[src/rtl/btn_event_pkg.sv]
// Shared definitions for the push-button event generator.
// Holds the FSM state encoding, default timing constants used by the
// key-scan top and benches, and a small counter-width helper.
package btn_event_pkg;

  localparam logic [1:0] ST_IDLE    = 2'd0;
  localparam logic [1:0] ST_PRESSED = 2'd1;
  localparam logic [1:0] ST_LONG    = 2'd2;

  typedef enum logic [1:0] {
    S_IDLE    = ST_IDLE,
    S_PRESSED = ST_PRESSED,
    S_LONG    = ST_LONG
  } btn_state_t;

  // 1 ms tick at 50 MHz, 500 ms long-press, 100 ms repeat period.
  localparam int BTN_TICK_DIV_DEF     = 50000;
  localparam int BTN_LONG_TICKS_DEF   = 500;
  localparam int BTN_REPEAT_TICKS_DEF = 100;

  // Event pulses that are always present, registered together.
  typedef struct packed {
    logic press;
    logic rel;
    logic short_click;
    logic long_hold;
  } btn_evt_t;

  // Bits needed to hold values 0..n-1, never less than one bit.
  function automatic int cnt_width(input int n);
    return (n > 1) ? $clog2(n) : 1;
  endfunction

endpackage

[src/rtl/btn_tick_gen.sv]
// Tick prescaler for the button event generator.
// tick_cnt runs 0..TICK_DIV-1 and wraps; tick is high while tick_cnt sits
// on its last value. clear restarts the count so that the first tick lands
// exactly TICK_DIV cycles after the clearing edge.
module btn_tick_gen
  import btn_event_pkg::*;
#(
  parameter int TICK_DIV = BTN_TICK_DIV_DEF
) (
  input  logic clk,
  input  logic reset,
  input  logic clear,
  output logic tick
);

  localparam int CW = cnt_width(TICK_DIV);
  localparam logic [CW-1:0] CNT_LAST = CW'(TICK_DIV - 1);

  logic [CW-1:0] tick_cnt;

  if (TICK_DIV < 2) begin : g_bad_tick_div
    $error("btn_tick_gen: TICK_DIV must be at least 2");
  end

  assign tick = (tick_cnt == CNT_LAST);

  // Free-running modulo-TICK_DIV counter, restarted by clear.
  always_ff @(posedge clk) begin
    if (reset || clear) begin
      tick_cnt <= '0;
    end else if (tick) begin
      tick_cnt <= '0;
    end else begin
      tick_cnt <= tick_cnt + CW'(1);
    end
  end

endmodule

[src/rtl/button_event_gen.sv]
// Push-button event generator: turns a debounced button level into
// single-cycle press / release / short-click / long-press pulses plus a
// held level. Optional auto-repeat in the long-press state is enabled by
// defining BTN_AUTO_REPEAT_EN; without it repeat_o is tied low and the
// repeat counter does not exist.
//
//  state      | meaning
//  -----------+--------------------------------------------------------
//  S_IDLE     | button released, waiting for a rising level
//  S_PRESSED  | held, long-press threshold not yet reached
//  S_LONG     | held past LONG_TICKS; long_o already issued (repeats here)
module button_event_gen
  import btn_event_pkg::*;
#(
  parameter int TICK_DIV     = BTN_TICK_DIV_DEF,
  parameter int LONG_TICKS   = BTN_LONG_TICKS_DEF,
  parameter int REPEAT_TICKS = BTN_REPEAT_TICKS_DEF
) (
  input  logic clk,
  input  logic reset,
  input  logic pb_state,
  output logic press_o,
  output logic release_o,
  output logic short_o,
  output logic long_o,
  output logic repeat_o,
  output logic held_o
);

  localparam int HW = cnt_width(LONG_TICKS + 1);
  localparam logic [HW-1:0] HOLD_LAST = HW'(LONG_TICKS - 1);
  localparam logic [HW-1:0] HOLD_MAX  = HW'(LONG_TICKS);

  if (LONG_TICKS < 1) begin : g_bad_long_ticks
    $error("button_event_gen: LONG_TICKS must be at least 1");
  end
  if (REPEAT_TICKS < 1) begin : g_bad_repeat_ticks
    $error("button_event_gen: REPEAT_TICKS must be at least 1");
  end

  logic          pb_q;
  logic          rise;
  logic          fall;
  logic          tick;
  logic [HW-1:0] hold_cnt;
  btn_state_t    state_q;
  btn_state_t    state_nxt;
  btn_evt_t      evt_q;
  btn_evt_t      evt_nxt;
  logic          held_q;

  assign rise = ~pb_q & pb_state;
  assign fall = pb_q & ~pb_state;

  // Single register stage on the button level for edge detection.
  always_ff @(posedge clk) begin
    if (reset) begin
      pb_q <= 1'b0;
    end else begin
      pb_q <= pb_state;
    end
  end

  // Prescaler restarts on every press so hold timing is press-relative.
  btn_tick_gen #(
    .TICK_DIV (TICK_DIV)
  ) u_tick_gen (
    .clk   (clk),
    .reset (reset),
    .clear (rise),
    .tick  (tick)
  );

  // Hold duration in ticks; saturates instead of wrapping.
  always_ff @(posedge clk) begin
    if (reset || rise) begin
      hold_cnt <= '0;
    end else if ((state_q == S_PRESSED) && tick && (hold_cnt != HOLD_MAX)) begin
      hold_cnt <= hold_cnt + HW'(1);
    end
  end

`ifdef BTN_AUTO_REPEAT_EN
  localparam int RW = cnt_width(REPEAT_TICKS);
  localparam logic [RW-1:0] REP_LAST = RW'(REPEAT_TICKS - 1);

  logic [RW-1:0] rep_cnt;
  logic          repeat_nxt;
  logic          repeat_q;

  // Repeat period counter; held at zero outside S_LONG so that the first
  // repeat comes a full REPEAT_TICKS after long_o.
  always_ff @(posedge clk) begin
    if (reset || (state_q != S_LONG)) begin
      rep_cnt <= '0;
    end else if (tick) begin
      if (rep_cnt == REP_LAST) begin
        rep_cnt <= '0;
      end else begin
        rep_cnt <= rep_cnt + RW'(1);
      end
    end
  end

  // Repeat pulse; a release on the same edge suppresses it.
  always_comb begin
    repeat_nxt = 1'b0;
    if ((state_q == S_LONG) && !fall && tick && (rep_cnt == REP_LAST)) begin
      repeat_nxt = 1'b1;
    end
  end

  // Registered repeat output.
  always_ff @(posedge clk) begin
    if (reset) begin
      repeat_q <= 1'b0;
    end else begin
      repeat_q <= repeat_nxt;
    end
  end

  assign repeat_o = repeat_q;
`else
  assign repeat_o = 1'b0;
`endif

  // State register and registered event outputs.
  always_ff @(posedge clk) begin
    if (reset) begin
      state_q <= S_IDLE;
      evt_q   <= '0;
      held_q  <= 1'b0;
    end else begin
      state_q <= state_nxt;
      evt_q   <= evt_nxt;
      held_q  <= (state_nxt != S_IDLE);
    end
  end

  // Next-state and event decode; a release always beats the long threshold.
  always_comb begin
    state_nxt = state_q;
    evt_nxt   = '0;
    case (state_q)
      S_IDLE: begin
        if (rise) begin
          evt_nxt.press = 1'b1;
          state_nxt     = S_PRESSED;
        end
      end
      S_PRESSED: begin
        if (fall) begin
          evt_nxt.rel         = 1'b1;
          evt_nxt.short_click = 1'b1;
          state_nxt           = S_IDLE;
        end else if (tick && (hold_cnt == HOLD_LAST)) begin
          evt_nxt.long_hold = 1'b1;
          state_nxt         = S_LONG;
        end
      end
      S_LONG: begin
        if (fall) begin
          evt_nxt.rel = 1'b1;
          state_nxt   = S_IDLE;
        end
      end
      default: begin
        state_nxt = S_IDLE;
      end
    endcase
  end

  assign press_o   = evt_q.press;
  assign release_o = evt_q.rel;
  assign short_o   = evt_q.short_click;
  assign long_o    = evt_q.long_hold;
  assign held_o    = held_q;

endmodule

[config.mk]
export PLATFORM = sky130hd
export DESIGN_NAME = button_event_gen
export DESIGN_NICKNAME = d
export VERILOG_FILES = /design/src/rtl/btn_event_pkg.sv /design/src/rtl/btn_tick_gen.sv /design/src/rtl/button_event_gen.sv
export SDC_FILE = /design/constraint.sdc
export NUM_CORES = 1
export LEC_CHECK = 0
export ABC_AREA = 0
export BUFFER_PORTS_ARGS = -buffer_cell sky130_fd_sc_hd__buf_2
export CAP_MARGIN = 40
export CORE_ASPECT_RATIO = 1.5
export CORE_MARGIN = 2
export CORE_UTILIZATION = 55
export CTS_BUF_LIST = sky130_fd_sc_hd__clkbuf_2
export CTS_CLUSTER_DIAMETER = 30
export DETAILED_ROUTE_END_ITERATION = 8
export GPL_TIMING_DRIVEN = 0
export PLACE_DENSITY = 0.74
export REMOVE_ABC_BUFFERS = 1
export SKIP_CTS_REPAIR_TIMING = 1
export SYNTH_ARGS = -nofsm -noshare
export SYNTH_HDL_FRONTEND = slang
export SYNTH_SLANG_ARGS = --single-unit
[constraint.sdc]
create_clock -name clk -period 1.6 [get_ports clk]
set_clock_uncertainty 0.05 [all_clocks]
set_input_delay 0.08 -clock clk [delete_from_list [all_inputs] [get_ports clk]]
set_output_delay 0.08 -clock clk [all_outputs]
set_load 0.02 [all_outputs]
==> results.toml <==
[synthesis]
postSynth.topFlopCell = "dfxtp_1"
synthesis.instances = 188
yosysMostFrequentCell = "dfxtp_1"
netlist_top_cells_count = "33 x dfxtp_1, 19 x nor2_1, 10 x nand2_1, 10 x xnor2_1"
post_synth_main_area_contributors = "dfxtp_1 39%, ha_1 5.2%, xnor2_1 5.2%, nor2_1 4.3%, nand4_1 3.4%"
synth.cell_area_mm2 = 0.00168
synth.lib_cells_used.distinct = 47
avg_synthesized_cell_area_um2 = 8.91
yosys.area.top_type_share_pct = 39.4
synth.yosys.warnings = 0
synth_top_area_cell = "dfxtp_1"
yosysSeqAreaShare_pct = 39.4
number_of_enable_type_register_cells_in_the_synthesized_netlist = 0
ys_async_sr_fraction_pct = 0
synth.ff_latch_count = 33

[cells_and_area]
n_antenna_cell = 0
stdcell_count = 261
area_grow_syn2layout_pct = 28.0
nets = 231
drive_gt1_share_pct = 36.9
final_design_area_no_fill_mm2 = 0.00214

[setup_path]
critical_path.slowest_cell = "dfxtp_4"
worst_r2r_endpoint = "hold_cnt[7]"
worst-setup-path-type = "flip-flop to flip-flop"
cp-start-kind = "flip-flop"
max_stage_delay_ns = 0.40
reg2reg_from = "u_tick_gen.tick_cnt[1]"
path_cells = "ha_4 -> and3_4 -> nand4_1 -> buf_6 -> or3_1 -> a21oi_2"
crit_arrival_ns = 2.00
critical_path.top_delay_family = "simple AND/OR/NAND/NOR gates"
worst-endpoint-required_ns = 1.89
cp.buffers_inverters = 1
crit_path_max_fanout = 6
reg2regPathDepth = 6
end_kind = "flip-flop"
timing.reg2reg.setup_slack_ns = -0.11

[global_route]
grt_first_pass_wirelength_um = 5910
antenna_found_initial = 0
pin_count_of_the_biggest_net_entering_global_routing = 15
first_global_vias = 1394
grt-ovfl-total = 0
track_usage_pct = 21.9

[die]
core_region_area_mm2 = 0.00291
pin_count = 9
floorplan_die_area_mm2 = 0.00351
effective_utilization_at_floorplan_pct = 57.5
die_height_um = 71.6
std_cell_rows = 24
die_w_um = 49.1

[flow_run]
cap_viol_max_count = 0

[sta]
rsz0062_at_grt = "yes"
maxClockFrequency_ghz = 0.584
setup_viol_count_final = 20
min_setup_slack_post_route_ns = -0.112
post-route-period-util_pct = 107
final-max-slew-violation-count = 0
final_count_of_hold_timing_violations = 0
finalWorstPathRequiredPeriod_ns = 1.71

[placed_design]
postPlaceCellArea_mm2 = 0.00173
placement.io_buffers = 7
place_hpwl_um = 2480
gpl.final_weighted_congestion = 0.824
place_ws_ns = -0.516
place_inst = 227

[detailed_routing]
drt.antenna.violating_nets = 0
detail_route.vias_per_cell = 5.96
dr.first_iter.drc_count = 51
total_vias_in_the_final_route = 1555
drtPass1Iterations = 4
routed_wl_um = 4430
drcViolationCount = 0
post_drt_wl_per_cell_um = 17.0

[worst_hold_path]
min_to = "long_o"
hold_start = "reset"
worst_hold_path.num_cells = 3
hold_path.class = "input pin to flip-flop"

[clocking]
clock_sinks = 33
worstSkewPairLatency_ns = 0.39
tritoncts = "done"
clock_path_buffers = 2
cts_root_buf = "clkbuf_2"
ctsHtreeMaxLevel = 2
clkSlewWorstSetupHoldPaths_ns = 0.18
cts_buffers = 5

[run_status]
status = "complete, but fails checks"
violations = "setup timing"

[power_and_ir_drop]
total_power_mw = 1.39
static-leakage-power_nw = 0.754
power_density_mw_per_mm2 = 649
power.ir.vdd_worst_mv = 0.477
[state kept, by name, indices dropped and copies added, names as in the netlist]
register,count
pb_q,1
release_o,1
long_o,1
press_o,1
held_o,1
hold_cnt,9
state_q,2
short_o,1
u_tick_gen.tick_cnt,16
[how the worst max path moves through the flow]
stage | from | endpoint | slack, ns | cells past startpoint
2_1_floorplan | u_tick_gen.tick_cnt[0] | hold_cnt[5] | -0.18 | 5
3_3_place_gp | u_tick_gen.tick_cnt[0] | u_tick_gen.tick_cnt[4] | -0.48 | 5
3_5_place_dp | u_tick_gen.tick_cnt[0] | u_tick_gen.tick_cnt[14] | -0.52 | 5
4_1_cts | u_tick_gen.tick_cnt[0] | u_tick_gen.tick_cnt[8] | -0.54 | 5
5_1_grt | u_tick_gen.tick_cnt[5] | hold_cnt[7] | -0.17 | 5
6_report | u_tick_gen.tick_cnt[1] | hold_cnt[7] | -0.11 | 6
[area by class of cell]
| cell class | instances | area (µm²) |
|---|---|---|
| multi-input cells | 142 | 1100 |
| fillers | 228 | 768 |
| clock buffers | 6 | 30.0 |
| flip-flops and latches | 33 | 697 |
| repair buffers | 32 | 231 |
| clock inverters | 2 | 10.0 |
| inverters | 7 | 26.3 |
| well taps | 39 | 48.8 |
[where the power goes]
group	total, mW	switching, mW	internal (mW)
combinational	0.147	0.0833	0.0637
sequential	0.844	0.0133	0.831
clock	0.401	0.291	0.110
total	1.39	0.388	1.00
[metrics by stage]
| stage | hold WS [ns] | utilization [%] | TNS (ns) |
|---|---|---|---|
| detailed placement | 0.304 | 59.2 | -10.53 |
| floorplan | 0.102 | - | -1.95 |
| global placement | 0.287 | 59.2 | -9.88 |
| finish | 0.453 | 73.6 | -0.697 |
| CTS | -0.108 | 60.6 | -11.19 |
| global route | 0.415 | 73.6 | -2.45 |
[cell usage in the layout (no fill, tap or decap), types with 4 or more instances in the layout]
cell	Yosys	routed
a21oi_1	7	4
and2_1	5	5
buf_2	3	8
buf_4	1	20
clkbuf_2	0	6
dfxtp_1	33	16
dfxtp_2	0	11
dfxtp_4	0	6
ha_1	7	4
inv_1	7	6
nand2_1	10	8
nand3_1	9	9
nand4_1	9	9
nor2_1	19	19
nor4_1	5	4
o21ai_0	7	6
xnor2_1	10	10
xor2_1	4	4
[layer usage]
metal / share of wire, % / track usage, % / wire, µm / vias to the layer above
met3: 2.9 / 6.25 / 128 / 14
met2: 54 / 42.0 / 2390 / 31
li1: - / - / - / 757
met1: 40 / 21.3 / 1750 / 753
met4: 3.6 / 9.21 / 158 / 0
met5: 0 / 0 / 0 / -
[tightest hold or removal path, delay by kind of cell]
kind	cells	cell delay, ns
buffers and inverters	2	0.72
and+or+nand+nor	1	0.08
[cells by family after synthesis]
logic type               count (synthesis)  share of synthesized area [%]
AO/OA/AOI/OAI                           28                           10.8
XOR/XNOR                                14                           7.32
adder cells (fa/ha/maj)                  7                           5.23
buffers and inverters                   14                           3.58
flip-flops                              33                           39.4
other                                    1                          0.224
AND/OR/NAND/NOR                         91                           33.4
Note: power is estimated with default switching activity, not from simulation.
